File: src/rtl/vx_jal_ret_stack_pkg.sv
// Shared types and helpers for the per-warp JAL return-address stack.
package vx_jal_ret_stack_pkg;

    localparam int unsigned DEF_NUM_WARPS   = 8;
    localparam int unsigned DEF_NUM_THREADS = 4;
    localparam int unsigned DEF_XLEN        = 32;
    localparam int unsigned DEF_RAS_DEPTH   = 4;
    localparam int unsigned MAX_THREADS     = 32;
    localparam int unsigned LANE_W          = $clog2(MAX_THREADS);
    localparam int unsigned RAS_PTR_W       = $clog2(DEF_RAS_DEPTH + 1);

    typedef logic [RAS_PTR_W-1:0] ras_ptr_t;
    typedef logic [LANE_W-1:0]    lane_t;

    // Index of the lowest active lane; lane 0 when the mask is empty.
    function automatic lane_t lowest_lane(input logic [MAX_THREADS-1:0] tmask);
        lane_t lane;
        logic  found;
        lane  = '0;
        found = 1'b0;
        for (int unsigned i = 0; i < MAX_THREADS; i++) begin
            if (tmask[i] && !found) begin
                lane  = lane_t'(i);
                found = 1'b1;
            end
        end
        return lane;
    endfunction

endpackage

File: src/rtl/vx_ret_stack_bank.sv
// One per-warp LIFO of saved return PCs with depth tracking and the
// simultaneous push/pop overwrite rule.
module vx_ret_stack_bank #(
    parameter int unsigned DEPTH = 4,
    parameter int unsigned WIDTH = 32,
    parameter int unsigned PTR_W = $clog2(DEPTH + 1)
) (
    input  logic             clk,
    input  logic             reset,
    input  logic             push,
    input  logic [WIDTH-1:0] push_data,
    input  logic             pop,
    output logic [WIDTH-1:0] pop_data,
    output logic [PTR_W-1:0] depth,
    output logic             full,
    output logic             empty
);

    logic [WIDTH-1:0] mem [DEPTH];
    logic [PTR_W-1:0] top_idx;
    logic [PTR_W-1:0] wr_idx;
    logic             pop_eff;
    logic             push_ok;

    assign full    = (depth == PTR_W'(DEPTH));
    assign empty   = (depth == '0);
    assign top_idx = depth - PTR_W'(1);
    assign pop_eff = pop & ~empty;
    assign push_ok = push & (~full | pop_eff);
    // A push that coincides with a real pop replaces the entry being popped.
    assign wr_idx  = pop_eff ? top_idx : depth;

    always_comb begin
        pop_data = '0;
        for (int unsigned k = 0; k < DEPTH; k++) begin
            if (!empty && PTR_W'(k) == top_idx) begin
                pop_data = mem[k];
            end
        end
    end

    always_ff @(posedge clk) begin
        if (reset) begin
            depth <= '0;
        end else if (push_ok && !pop_eff) begin
            depth <= depth + PTR_W'(1);
        end else if (pop_eff && !push_ok) begin
            depth <= depth - PTR_W'(1);
        end
    end

    always_ff @(posedge clk) begin
        for (int unsigned k = 0; k < DEPTH; k++) begin
            if (push_ok && PTR_W'(k) == wr_idx) begin
                mem[k] <= push_data;
            end
        end
    end

endmodule

File: src/rtl/vx_jal_ret_stack.sv
// ALU-commit-path return-address stack: substitutes the link value of
// overloaded JALs with the return-handler address and saves the true PC per warp.
module vx_jal_ret_stack
    import vx_jal_ret_stack_pkg::*;
#(
    parameter int unsigned ISSUE_CNT  = 4,
    parameter int unsigned WARP_CNT   = DEF_NUM_WARPS,
    parameter int unsigned THREAD_CNT = DEF_NUM_THREADS,
    parameter int unsigned XLEN       = DEF_XLEN,
    parameter int unsigned RAS_DEPTH  = DEF_RAS_DEPTH,
    parameter int unsigned PAYLOAD_W  = 64,
    parameter int unsigned NW_WIDTH   = (WARP_CNT > 1) ? $clog2(WARP_CNT) : 1,
    parameter int unsigned PTR_W      = $clog2(RAS_DEPTH + 1)
) (
    input  logic                                 clk,
    input  logic                                 reset,
    input  logic [ISSUE_CNT-1:0]                 in_valid,
    output logic [ISSUE_CNT-1:0]                 in_ready,
    input  logic [ISSUE_CNT*NW_WIDTH-1:0]        in_wid,
    input  logic [ISSUE_CNT*THREAD_CNT-1:0]      in_tmask,
    input  logic [ISSUE_CNT-1:0]                 in_is_link,
    input  logic [ISSUE_CNT*THREAD_CNT*XLEN-1:0] in_data,
    input  logic [ISSUE_CNT*PAYLOAD_W-1:0]       in_payload,
    output logic [ISSUE_CNT-1:0]                 out_valid,
    input  logic [ISSUE_CNT-1:0]                 out_ready,
    output logic [ISSUE_CNT*NW_WIDTH-1:0]        out_wid,
    output logic [ISSUE_CNT*THREAD_CNT-1:0]      out_tmask,
    output logic [ISSUE_CNT*THREAD_CNT*XLEN-1:0] out_data,
    output logic [ISSUE_CNT*PAYLOAD_W-1:0]       out_payload,
    input  logic [WARP_CNT-1:0]                  overload_en,
    input  logic [XLEN-1:0]                      rha,
    input  logic                                 pop_req,
    input  logic [NW_WIDTH-1:0]                  pop_wid,
    output logic                                 pop_rsp_valid,
    output logic [XLEN-1:0]                      pop_rsp_addr,
    output logic                                 pop_rsp_empty,
    output logic [WARP_CNT*PTR_W-1:0]            depth,
    output logic [WARP_CNT-1:0]                  warp_hits,
    output logic [WARP_CNT-1:0]                  overflow
);

    localparam int unsigned SLOT_W = THREAD_CNT * XLEN;

    logic [ISSUE_CNT-1:0] fire;
    logic [ISSUE_CNT-1:0] ovl;
    logic [ISSUE_CNT-1:0] hit;
    logic [ISSUE_CNT-1:0] drop;
    logic [NW_WIDTH-1:0]  slot_wid  [ISSUE_CNT];
    lane_t                slot_lane [ISSUE_CNT];
    logic [XLEN-1:0]      cap       [ISSUE_CNT];

    logic [WARP_CNT-1:0]  push;
    logic [WARP_CNT-1:0]  pop;
    logic [WARP_CNT-1:0]  full;
    logic [WARP_CNT-1:0]  empty;
    logic [WARP_CNT-1:0]  drop_w;
    logic [XLEN-1:0]      push_data [WARP_CNT];
    logic [XLEN-1:0]      pop_data  [WARP_CNT];

    assign in_ready    = out_ready;
    assign out_valid   = in_valid;
    assign out_wid     = in_wid;
    assign out_tmask   = in_tmask;
    assign out_payload = in_payload;

    always_comb begin
        out_data = in_data;
        for (int unsigned i = 0; i < ISSUE_CNT; i++) begin
            slot_wid[i]  = in_wid[i*NW_WIDTH +: NW_WIDTH];
            fire[i]      = in_valid[i] & out_ready[i];
            ovl[i]       = fire[i] & in_is_link[i] & overload_en[slot_wid[i]];
            hit[i]       = ovl[i] & ~full[slot_wid[i]];
            drop[i]      = ovl[i] & full[slot_wid[i]];
            slot_lane[i] = lowest_lane(MAX_THREADS'(in_tmask[i*THREAD_CNT +: THREAD_CNT]));
            cap[i]       = '0;
            for (int unsigned l = 0; l < THREAD_CNT; l++) begin
                if (slot_lane[i] == LANE_W'(l)) begin
                    cap[i] = in_data[(i*THREAD_CNT + l)*XLEN +: XLEN];
                end
            end
            if (hit[i]) begin
                out_data[i*SLOT_W +: SLOT_W] = {THREAD_CNT{rha}};
            end
        end
    end

    // Slots map to disjoint warp sets, so at most one slot drives each warp.
    always_comb begin
        push   = '0;
        pop    = '0;
        drop_w = '0;
        for (int unsigned w = 0; w < WARP_CNT; w++) begin
            push_data[w] = '0;
            pop[w]       = pop_req & (pop_wid == NW_WIDTH'(w));
            for (int unsigned i = 0; i < ISSUE_CNT; i++) begin
                if (slot_wid[i] == NW_WIDTH'(w)) begin
                    if (hit[i]) begin
                        push[w]      = 1'b1;
                        push_data[w] = cap[i];
                    end
                    if (drop[i]) begin
                        drop_w[w] = 1'b1;
                    end
                end
            end
        end
    end

    for (genvar w = 0; w < WARP_CNT; w++) begin : g_bank
        vx_ret_stack_bank #(
            .DEPTH (RAS_DEPTH),
            .WIDTH (XLEN),
            .PTR_W (PTR_W)
        ) u_bank (
            .clk       (clk),
            .reset     (reset),
            .push      (push[w]),
            .push_data (push_data[w]),
            .pop       (pop[w]),
            .pop_data  (pop_data[w]),
            .depth     (depth[w*PTR_W +: PTR_W]),
            .full      (full[w]),
            .empty     (empty[w])
        );
    end

    always_ff @(posedge clk) begin
        if (reset) begin
            pop_rsp_valid <= 1'b0;
            pop_rsp_addr  <= '0;
            pop_rsp_empty <= 1'b0;
            warp_hits     <= '0;
            overflow      <= '0;
        end else begin
            pop_rsp_valid <= pop_req;
            pop_rsp_addr  <= pop_req ? pop_data[pop_wid] : '0;
            pop_rsp_empty <= pop_req & empty[pop_wid];
            warp_hits     <= warp_hits | push;
            overflow      <= overflow | drop_w;
        end
    end

    always_ff @(posedge clk) begin
        if (!reset) begin
            for (int unsigned i = 0; i < ISSUE_CNT; i++) begin
                if (in_valid[i]) begin
                    assert (32'(slot_wid[i]) < WARP_CNT)
                        else $error("slot %0d carries out-of-range warp id %0d", i, slot_wid[i]);
                end
                for (int unsigned j = i + 1; j < ISSUE_CNT; j++) begin
                    assert (!(hit[i] && hit[j] && slot_wid[i] == slot_wid[j]))
                        else $error("slots %0d and %0d push the same warp", i, j);
                end
            end
        end
    end

endmodule

File: config.mk
export PLATFORM = sky130hd
export DESIGN_NAME = vx_jal_ret_stack
export DESIGN_NICKNAME = d
export VERILOG_FILES = /design/src/rtl/vx_jal_ret_stack_pkg.sv /design/src/rtl/vx_ret_stack_bank.sv /design/src/rtl/vx_jal_ret_stack.sv
export SDC_FILE = /design/constraint.sdc
export NUM_CORES = 2
export LEC_CHECK = 0
export ABC_AREA = 0
export BUFFER_PORTS_ARGS = -buffer_cell sky130_fd_sc_hd__buf_2
export CORE_AREA = 10 10 667 669
export CTS_CLUSTER_SIZE = 30
export DETAILED_ROUTE_END_ITERATION = 7
export DIE_AREA = 0 0 677 679
export PLACE_DENSITY = 0.3
export SKIP_CTS_REPAIR_TIMING = 1
export SLEW_MARGIN = 15
export SYNTH_ARGS = -nofsm -noshare
export SYNTH_HDL_FRONTEND = slang
export SYNTH_SLANG_ARGS = --single-unit
export TNS_END_PERCENT = 100
File: constraint.sdc
create_clock -name clk -period 6.9 [get_ports clk]
set_input_delay 0.69 -clock clk [delete_from_list [all_inputs] [get_ports clk]]
set_output_delay 0.69 -clock clk [all_outputs]
set_load 0.01 [all_outputs]
==> impl_metrics.env <==
export IMPL_rows=241
export IMPL_nets=8005
export IMPL_worstHoldEndpoint="overflow[7]"
export IMPL_synth_top_area_share_pct=48.9
export IMPL_dieWidth_um=677
export IMPL_synth_edf_count=1024
export IMPL_worst_pin_slew_ns=1.61
export IMPL_r2r_end="pop_rsp_addr[0]"
export IMPL_path_clk_slew_ns=0.06
export IMPL_max_slew_margin_pct=-7.02
export IMPL_drt_iter0_markers=9116
export IMPL_leakage_nw=28.3
export IMPL_netlist_instances=6168
export IMPL_antenna_found_initial=358
export IMPL_crit_chain="inv_1 > ha_1 > nand2_1 > mux4_2 > mux2i_4 > nand2b_4 > buf_12 > nand2_1 > nand2_1 > buf_2"
export IMPL_p_total_mw=18.5
export IMPL_drc=0
export IMPL_top_usage_layer="met2"
export IMPL_drive_above_1_share_pct=30.2
export IMPL_whs_path_depth=3
export IMPL_grt_pass1_wl_um=915000
export IMPL_portBuffers=1219
export IMPL_met1_usage_pct=33.7
export IMPL_dp_hpwl_um=661000
export IMPL_fin_crit_sh_pct=98.1
export IMPL_syn_area_um2=62900
export IMPL_cts_sinks=1098
export IMPL_final_common_cell="nand2_1"
export IMPL_syn_to_final_growth_pct=28.5
export IMPL_ys_ff_latch=1098
export IMPL_status="complete, but fails checks"
export IMPL_worst_path_buf_inv=3
export IMPL_maxSlewViolCount=2
export IMPL_failed_checks="max-capacitance violations, max-slew violations"
export IMPL_ys_seq_area_share_pct=51.2
export IMPL_cp_start_kind="flop"
export IMPL_synth_warnings=0
export IMPL_first_pass_iters=8
export IMPL_maxCapViolations=1
export IMPL_dieArea_um2=460000
export IMPL_crit_path_frequent_cell="nand2_1"
export IMPL_grt_max_degree=121
export IMPL_synthDistinctLibCells=91
export IMPL_via_per_inst=5.01
export IMPL_grt_pass1_vias=59300
export IMPL_cp_top_family="simple AND/OR/NAND/NOR gates"
export IMPL_powerDensity_nw_per_um2=228
export IMPL_max_freq_mhz=148
export IMPL_avgSynthCellArea_um2=10.2
export IMPL_rrSetupSlack_ns=1.93
export IMPL_finalHoldViolations=0
export IMPL_critPathKind="flop to output port"
export IMPL_fp_dieH_um=679
export IMPL_clk_latency_ns=0.86
export IMPL_num_io_pins=1732
export IMPL_place_gp_congestion=1.02
export IMPL_crit_path_max_fanout=46
export IMPL_hold_start="in_wid[11]"
export IMPL_use_met3_pct=22.9
export IMPL_htreeDepth=4
export IMPL_hold_ws_ns=0.387
export IMPL_fin_area_um2=80800
export IMPL_finalSetupTns_ns=0
export IMPL_routedWlPerCell_um=58.8
export IMPL_core_area_um2=431000
export IMPL_ir_drop_mv=0.170
export IMPL_final_cell_mix="1253 x nand2_1, 1214 x buf_2, 1024 x edfxtp_1, 344 x nor2_1, 339 x buf_4"
export IMPL_synth_area_leaders="edfxtp_1 49%, nand2_1 7.5%, mux2_2 4.1%, buf_4 3.5%, a22oi_1 3.4%"
export IMPL_hp_class="input pin to flop"
export IMPL_initial_utilization_pct=14.6
export IMPL_cts_tree="done"
export IMPL_grt_util_all_layers_pct=32.1
export IMPL_grt_ovfl_total=0
export IMPL_num_vias=66400
export IMPL_fill_cells=47900
export IMPL_numCtsBuffers=150
export IMPL_finalSetupViolCount=0
export IMPL_cts_root_buf="clkbuf_16"
export IMPL_placed_area_um2=75500
export IMPL_cp_required_ns=6.21
export IMPL_cpPeakStageDelay_ns=1.07
export IMPL_clock_skew_ns=0.0815
export IMPL_rr_worst_depth=9
export IMPL_rsz0062_at_grt="false"
export IMPL_yosysTopAreaCell="edfxtp_1"
export IMPL_synth_top_flop_cell="edfxtp_1"
export IMPL_clockBufferDepth=4
export IMPL_cpMaxStageDelayCell="nand2_1"
export IMPL_ant_nets=0
export IMPL_async_reset_ff_share_pct=0
export IMPL_syn_nets=7078
export IMPL_r2r_start="g_bank[4].u_bank.depth[0]"
export IMPL_arrival_ns=6.08
export IMPL_finalCriticalPeriod_ns=6.77
export IMPL_met2_usage_pct=46.1
export IMPL_finalWirelength_um=779000
export IMPL_worst_setup_path_end_kind="output port"
## sequential cells by signal, summed over array words and instances (netlist names)
| register | count |
|---|---|
| warp_hits | 8 |
| pop_rsp_empty | 1 |
| g_bank.u_bank.depth | 24 |
| g_bank.u_bank.mem | 1024 |
| pop_rsp_valid | 1 |
| overflow | 8 |
| pop_rsp_addr | 32 |
## worst reg2reg max path, cell delays in order, from the launching register on
cell	delay [ns]
dfxtp_1	0.54
inv_1	0.16
ha_1	0.36
or3_1	0.54
o22ai_1	0.52
or2_2	0.55
buf_12	0.28
o22ai_1	0.12
a2111oi_1	1.06
a221oi_1	0.53
## final cells by class
type	count	area (µm²)	area share [%]
Tap cell	5710	7140	8.84
Inverter	63	236	0.293
Timing Repair Buffer	1565	8860	11.0
Multi-Input combinational cell	4217	27100	33.5
Sequential cell	1098	32200	39.9
Clock buffer	199	4000	4.95
Antenna cell	333	833	1.03
Clock inverter	57	458	0.566
## kinds of logic (layout without fill, tap and decap cells)
group	count (synthesis)	after routing	share of synthesized area (%)
XOR/XNOR	28	28	0.390
multiplexers	398	398	7.07
adder cells (fa/ha/maj)	56	56	1.11
AND/OR/NAND/NOR	2089	2089	14.3
other	0	333	0
buffers and inverters	853	1884	7.00
AO/OA/AOI/OAI	1646	1646	18.9
flip-flops	1098	1098	51.2
## synth_stat cells (16+ instances only)
master	instances
a211oi_1	52
o21ai_1	45
a21oi_1	274
a21o_1	31
or3_1	34
o221ai_1	137
nand4_1	30
nor2_1	356
buf_4	294
edfxtp_1	1024
o221ai_2	25
ha_1	56
clkbuf_1	413
mux2i_1	155
a311o_1	33
a32oi_1	20
a221oi_1	87
a22oi_1	287
inv_1	59
o21ai_0	155
nor3_1	99
mux2_2	229
nand2_1	1255
a221o_1	62
dfxtp_1	74
o31ai_1	34
a32o_1	19
nand2b_1	39
buf_2	56
xor2_1	17
nor2b_1	64
buf_1	23
nand3_1	75
and2_1	16
o211ai_1	85
and3_1	46
o22ai_1	100
a31oi_1	89
## metal layers
layer  up-vias  wire length (µm)
li1      25300                 -
met1     34200            272000
met2      5278            317000
met3      1295            128000
met4       298             53700
met5         -              7730
## stage by stage
stage	instances	utilization (%)	setup WS, ns
3_5_place_dp	12700	17.5	1.03
3_3_place_gp	12700	17.5	1.07
2_1_floorplan	6168	-	1.49
6_report	13200	18.8	0.130
5_1_grt	13100	18.7	0.0383
4_1_cts	12900	18.6	0.298
## report_power, final
| part | switching (mW) | internal [mW] |
|---|---|---|
| combinational | 2.96 | 0.814 |
| clock | 3.15 | 4.25 |
| sequential | 0.0291 | 7.26 |
| total | 6.15 | 12.3 |
## worst max path at each step
stage / endpoint / cells after the start / start
floorplan: g_bank[2].u_bank.mem[1][0] / 10 / g_bank[2].u_bank.depth[0]
global placement: out_data[54] / 9 / overload_en[7]
detailed placement: out_data[54] / 9 / overload_en[7]
CTS: out_data[79] / 10 / g_bank[2].u_bank.depth[0]
global route: out_data[79] / 10 / g_bank[2].u_bank.depth[0]
finish: out_data[79] / 10 / g_bank[2].u_bank.depth[0]
No activity file was read; power rests on OpenSTA's default activity.
